**config.mk**
```make
export PLATFORM = sky130hd
export DESIGN_NAME = ti_adc_offset_cal
export DESIGN_NICKNAME = d
export VERILOG_FILES = /design/src/rtl/ti_adc_offset_cal.sv
export SDC_FILE = /design/constraint.sdc
export NUM_CORES = 1
export LEC_CHECK = 0
export BUFFER_PORTS_ARGS = -buffer_cell sky130_fd_sc_hd__buf_2
export CAP_MARGIN = 20
export CORE_MARGIN = 10
export CORE_UTILIZATION = 50
export DETAILED_ROUTE_END_ITERATION = 10
export PLACE_DENSITY_LB_ADDON = 0.3
export SYNTH_ARGS = -nofsm -noshare
export SYNTH_HDL_FRONTEND = slang
export SYNTH_SLANG_ARGS = --single-unit
```
**constraint.sdc**
```tcl
create_clock -name clk -period 4.7 [get_ports clk]
set_clock_uncertainty 0.1 [all_clocks]
set_input_delay 0.705 -clock clk [delete_from_list [all_inputs] [get_ports clk]]
set_output_delay 0.705 -clock clk [all_outputs]
set_load 0.02 [all_outputs]
```
**src/rtl/ti_adc_offset_cal.sv**
```systemverilog
// Background per-slice DC offset estimation (mean of 2^Nacc samples) and
// saturating offset correction for the time-interleaved ADC slices.

module ti_adc_offset_cal_lane #(
   parameter int Nadc = 8,
   parameter int Nacc = 10
) (
   input  logic            clk,
   input  logic            rstn,
   input  logic            acc_clr_i,
   input  logic            acc_add_i,
   input  logic            ofs_upd_i,
   input  logic [Nadc-1:0] din_i,
   output logic [Nadc-1:0] dout_o,
   output logic [Nadc-1:0] ofs_o
);
   localparam int AW = Nadc + Nacc;

   // acc, ofs and dout hold two's complement values
   logic [AW-1:0]   acc_q, acc_d;
   logic [Nadc-1:0] ofs_q, ofs_d;
   logic [Nadc-1:0] dout_q, dout_d;
   logic [Nadc:0]   diff;

   always_comb begin
      diff = {din_i[Nadc-1], din_i} - {ofs_q[Nadc-1], ofs_q};
      if (diff[Nadc] != diff[Nadc-1])
         dout_d = diff[Nadc] ? {1'b1, {(Nadc-1){1'b0}}} : {1'b0, {(Nadc-1){1'b1}}};
      else
         dout_d = diff[Nadc-1:0];
   end

   always_comb begin
      acc_d = acc_q;
      if (acc_clr_i)
         acc_d = '0;
      else if (acc_add_i)
         acc_d = acc_q + {{Nacc{din_i[Nadc-1]}}, din_i};
   end

   // Round half up: (acc + 2^(Nacc-1)) >>> Nacc equals the upper slice plus
   // the bit just below the binary point.
   always_comb begin
      ofs_d = ofs_q;
      if (ofs_upd_i)
         ofs_d = acc_q[AW-1:Nacc] + {{(Nadc-1){1'b0}}, acc_q[Nacc-1]};
   end

   always_ff @(posedge clk or negedge rstn) begin
      if (!rstn) begin
         acc_q  <= '0;
         ofs_q  <= '0;
         dout_q <= '0;
      end else begin
         acc_q  <= acc_d;
         ofs_q  <= ofs_d;
         dout_q <= dout_d;
      end
   end

   assign dout_o = dout_q;
   assign ofs_o  = ofs_q;
endmodule

module ti_adc_offset_cal #(
   parameter int Nadc = 8,
   parameter int Nti  = 5,
   parameter int Nacc = 10
) (
   input  logic                      clk,
   input  logic                      rstn,
   input  logic                      en,
   input  logic [Nti-1:0][Nadc-1:0]  din,
   output logic [Nti-1:0][Nadc-1:0]  dout,
   output logic [Nti-1:0][Nadc-1:0]  ofs,
   output logic                      cal_done
);
   typedef enum logic [1:0] {IDLE, ACC, UPD} state_t;

   state_t          state_q, state_d;
   logic [Nacc-1:0] cnt_q, cnt_d;
   logic            cal_done_q, cal_done_d;
   logic            acc_clr, acc_add, ofs_upd;

   always_comb begin
      state_d = state_q;
      cnt_d   = cnt_q;
      acc_clr = 1'b1;
      acc_add = 1'b0;
      ofs_upd = 1'b0;
      case (state_q)
         IDLE: begin
            cnt_d = '0;
            if (en) state_d = ACC;
         end
         ACC: begin
            if (en) begin
               acc_clr = 1'b0;
               acc_add = 1'b1;
               cnt_d   = cnt_q + Nacc'(1);
               if (cnt_q == '1) state_d = UPD;
            end else begin
               // abort: partial window dropped, previous ofs kept
               state_d = IDLE;
               cnt_d   = '0;
            end
         end
         UPD: begin
            ofs_upd = 1'b1;
            cnt_d   = '0;
            state_d = en ? ACC : IDLE;
         end
         default: begin
            state_d = IDLE;
            cnt_d   = '0;
         end
      endcase
      cal_done_d = ofs_upd;
   end

   always_ff @(posedge clk or negedge rstn) begin
      if (!rstn) begin
         state_q    <= IDLE;
         cnt_q      <= '0;
         cal_done_q <= 1'b0;
      end else begin
         state_q    <= state_d;
         cnt_q      <= cnt_d;
         cal_done_q <= cal_done_d;
      end
   end

   assign cal_done = cal_done_q;

   for (genvar i = 0; i < Nti; i++) begin : g_lane
      ti_adc_offset_cal_lane #(.Nadc(Nadc), .Nacc(Nacc)) u_lane (
         .clk       (clk),
         .rstn      (rstn),
         .acc_clr_i (acc_clr),
         .acc_add_i (acc_add),
         .ofs_upd_i (ofs_upd),
         .din_i     (din[i]),
         .dout_o    (dout[i]),
         .ofs_o     (ofs[i])
      );
   end
endmodule

```
==> results.txt <==
status - completed
Max clock buf depth - 2
synthesized cell area - 0.0130 sq mm
dpl cells - 1869
Hold Vio Cnt, Final - 0
final period utilization - 56.3%
Worst EP arrival - 2.85 ns
Crit Path Class - in -> reg
Final Core Density - 57.3%
Netlist cell types - 92
Resized cells post-CTS - 0
syn nets - 1630
Startpoint Class - input pin
yosys warns - 0
cts-stage hold buffer count - 0
TritonCTS clock tree - done
FFs w/ async S/R, synth - 100%
DRC errors left - 0
Final Max Tran Viols - 0
Final Non-Filler Cells - 1901
CTS sink cnt - 183
worst skew pair latency - 0.43 ns
Std-Cell Rows - 58
CP startpoint - din[24]
Total GRT Usage - 18.3%
dominant synthesized flop cell - dfrtp_1
post-route minimum period - 2.65 ns
DR vias - 10900
Critical Path RT - 4.90 ns
DP Worst Slack - 1.63 ns
Max-cap violations - 0
worst setup margin - 2.05 ns
wire length per cell - 16.2 um
Post-synth EDFFs - 0
DRT iter0 DRCs - 763
Die W - 181 um
share of cells above drive strength 1 - 13.0%
commonest non-fill, non-tap cell in the layout - dfrtp_1
initial antenna violation count - 1
Hold Path Class - in -> async
highest-count cells in the layout ignoring fill and taps - dfrtp_1 (183), ha_1 (136), nor2_1 (129), nand2_1 (122), buf_2 (122)
number of global-route vias before repair - 10400
largest net degree at the start of global routing - 114
endpoints failing setup - 0
final global-route overflow total - 0
r2r startpoint - g_lane[3].u_lane.ofs_o[0]
number of port buffers - 123
routability cong. - 0.902
Mean Syn Cell Area - 9.02 sq um
HPWL after detailed placement - 22.7 mm
sequential area share after synthesis - 35.2%
drt pass-1 iters - 5
Worst-path clk slew - 0.07 ns
Final nets - 1747
post-CTS setup buffers - 0
clock root cell - clkbuf_16
Slew @ Worst Pin - 0.952 ns
Final Power - 4210 uW
core region area - 0.0254 sq mm
leak pwr - 0.00697 uW
normalized max-slew margin - 36.6%
die area - 0.0328 sq mm
maximum vdd drop - 0.225 mV
RSZ-0062 raised after global routing - false
first-pass GRT wire length - 51.4 mm
Antenna Nets Post-Route - 0
total CTS buffers - 17
Crit Path Max Fanout - 7
Crit. End Element - register
CTS HTree Levels - 4
vias per std cell - 5.72
power density cells - 289 mW/mm^2
Max Clock Freq - 378 MHz
Initial Util - 51.2%
Die Span Y - 181 um
final wirelength - 30.8 mm
flops & latches, synth - 183
setup_tns - 0 ns
area delta synth->final - 11.9%
io pins - 124
Synth Instances - 1441
==> path summary, 6_finish.rpt <==
kind,to,slack (ns),depth (start not counted)
max,g_lane[3].u_lane.dout_o[6],2.05,10
min,g_lane[1].u_lane.dout_o[2],0.27,1
max reg2reg,g_lane[3].u_lane.dout_o[6],2.09,8
min reg2reg,state_q[0],0.38,1
max in group asynchronous,g_lane[4].u_lane.acc_q[7],3.35,2
min in group clk,state_q[0],0.38,1
==> sequential cells by signal, indices dropped and copies added, names as in the netlist <==
| name | flops |
|---|---|
| g_lane.u_lane.acc_q | 90 |
| cnt_q | 10 |
| g_lane.u_lane.dout_o | 40 |
| g_lane.u_lane.ofs_o | 40 |
| cal_done | 1 |
| state_q | 2 |
==> worst max-delay path, cell delays in order <==
cell	delay (ns)
buf_2	0.11
inv_1	0.06
ha_1	0.17
inv_1	0.05
fa_1	0.41
a211oi_1	0.28
o21ai_0	0.14
o21ai_1	0.27
nor3_1	0.11
or4_1	0.53
==> area by class of cell <==
type	count	area [sq um]
Tap cell	330	413
Clock inverter	14	149
Clock buffer	17	425
Antenna cell	1	2.50
Fill cell	2320	10900
Timing Repair Buffer	127	667
Inverter	93	349
Multi-Input combinational cell	1136	7960
Sequential cell	183	4580
==> synth_stat cells (4+ instances only) <==
cell type  count  share of area [%]
a211o_1        4               0.27
buf_2          4               0.15
or2_2          5               0.24
a211oi_1      21                1.2
o21bai_1       7               0.40
o31a_1         6               0.40
xor2_1        55                3.7
fa_1          10                1.5
nor2b_1       14               0.67
and2_1        14               0.67
o22ai_1        6               0.29
a21oi_1       92                3.5
and3_1        17               0.82
o2111ai_1      4               0.27
nand3_1       35                1.3
nand4_1       18               0.87
clkbuf_1      22               0.64
a21o_1        45                2.6
or3_1          7               0.34
o31ai_1       11               0.64
a221oi_1       4               0.27
a221o_1        5               0.39
nor3_1        44                1.7
o211ai_1      10               0.58
xnor2_1       47                3.2
ha_1         136                 13
mux2i_1        9               0.69
o21ai_0      108                4.2
nand2_1      122                3.5
o21ai_1        6               0.23
dfrtp_1      183                 35
a31oi_1       10               0.48
nor3b_1        5               0.29
o21a_1        37                2.1
a21boi_0       7               0.40
nor2_1       130                3.8
inv_1         92                2.7
nand2b_1       9               0.43
==> through the flow <==
step / hold slack (ns) / area (sq um)
2_1_floorplan: 0.309 / 13000
3_3_place_gp: 0.348 / 14000
3_5_place_dp: 0.357 / 14000
4_1_cts: 0.346 / 14500
5_1_grt: 0.350 / 14500
6_report: 0.270 / 14500
==> report_power, final <==
part | internal, uW | switching, uW
clock | 785 | 652
combinational | 423 | 616
sequential | 1680 | 56.7
==> routing by layer <==
layer	share of wire, %	GRT usage [%]	up-vias
li1	-	-	5436
met1	48	24.6	5174
met2	47	29.7	230
met3	4.7	3.70	31
met4	1.2	3.90	0
met5	0	0	-
==> cells by family (layout without fill, tap and decap cells) <==
family                     after synthesis  count (layout)  share of synthesized area (%)
AOI/OAI and AO/OA                      434             434                           22.6
xor gates and xnor gates               102             102                           6.87
adders and majority gates              146             146                           14.6
buffers and inverters                  122             251                           3.59
DFF                                    183             183                           35.2
muxes                                    9               9                          0.693
other                                    0               1                              0
and+or+nand+nor                        445             445                           16.3
No activity file was read; power rests on OpenSTA's default activity.
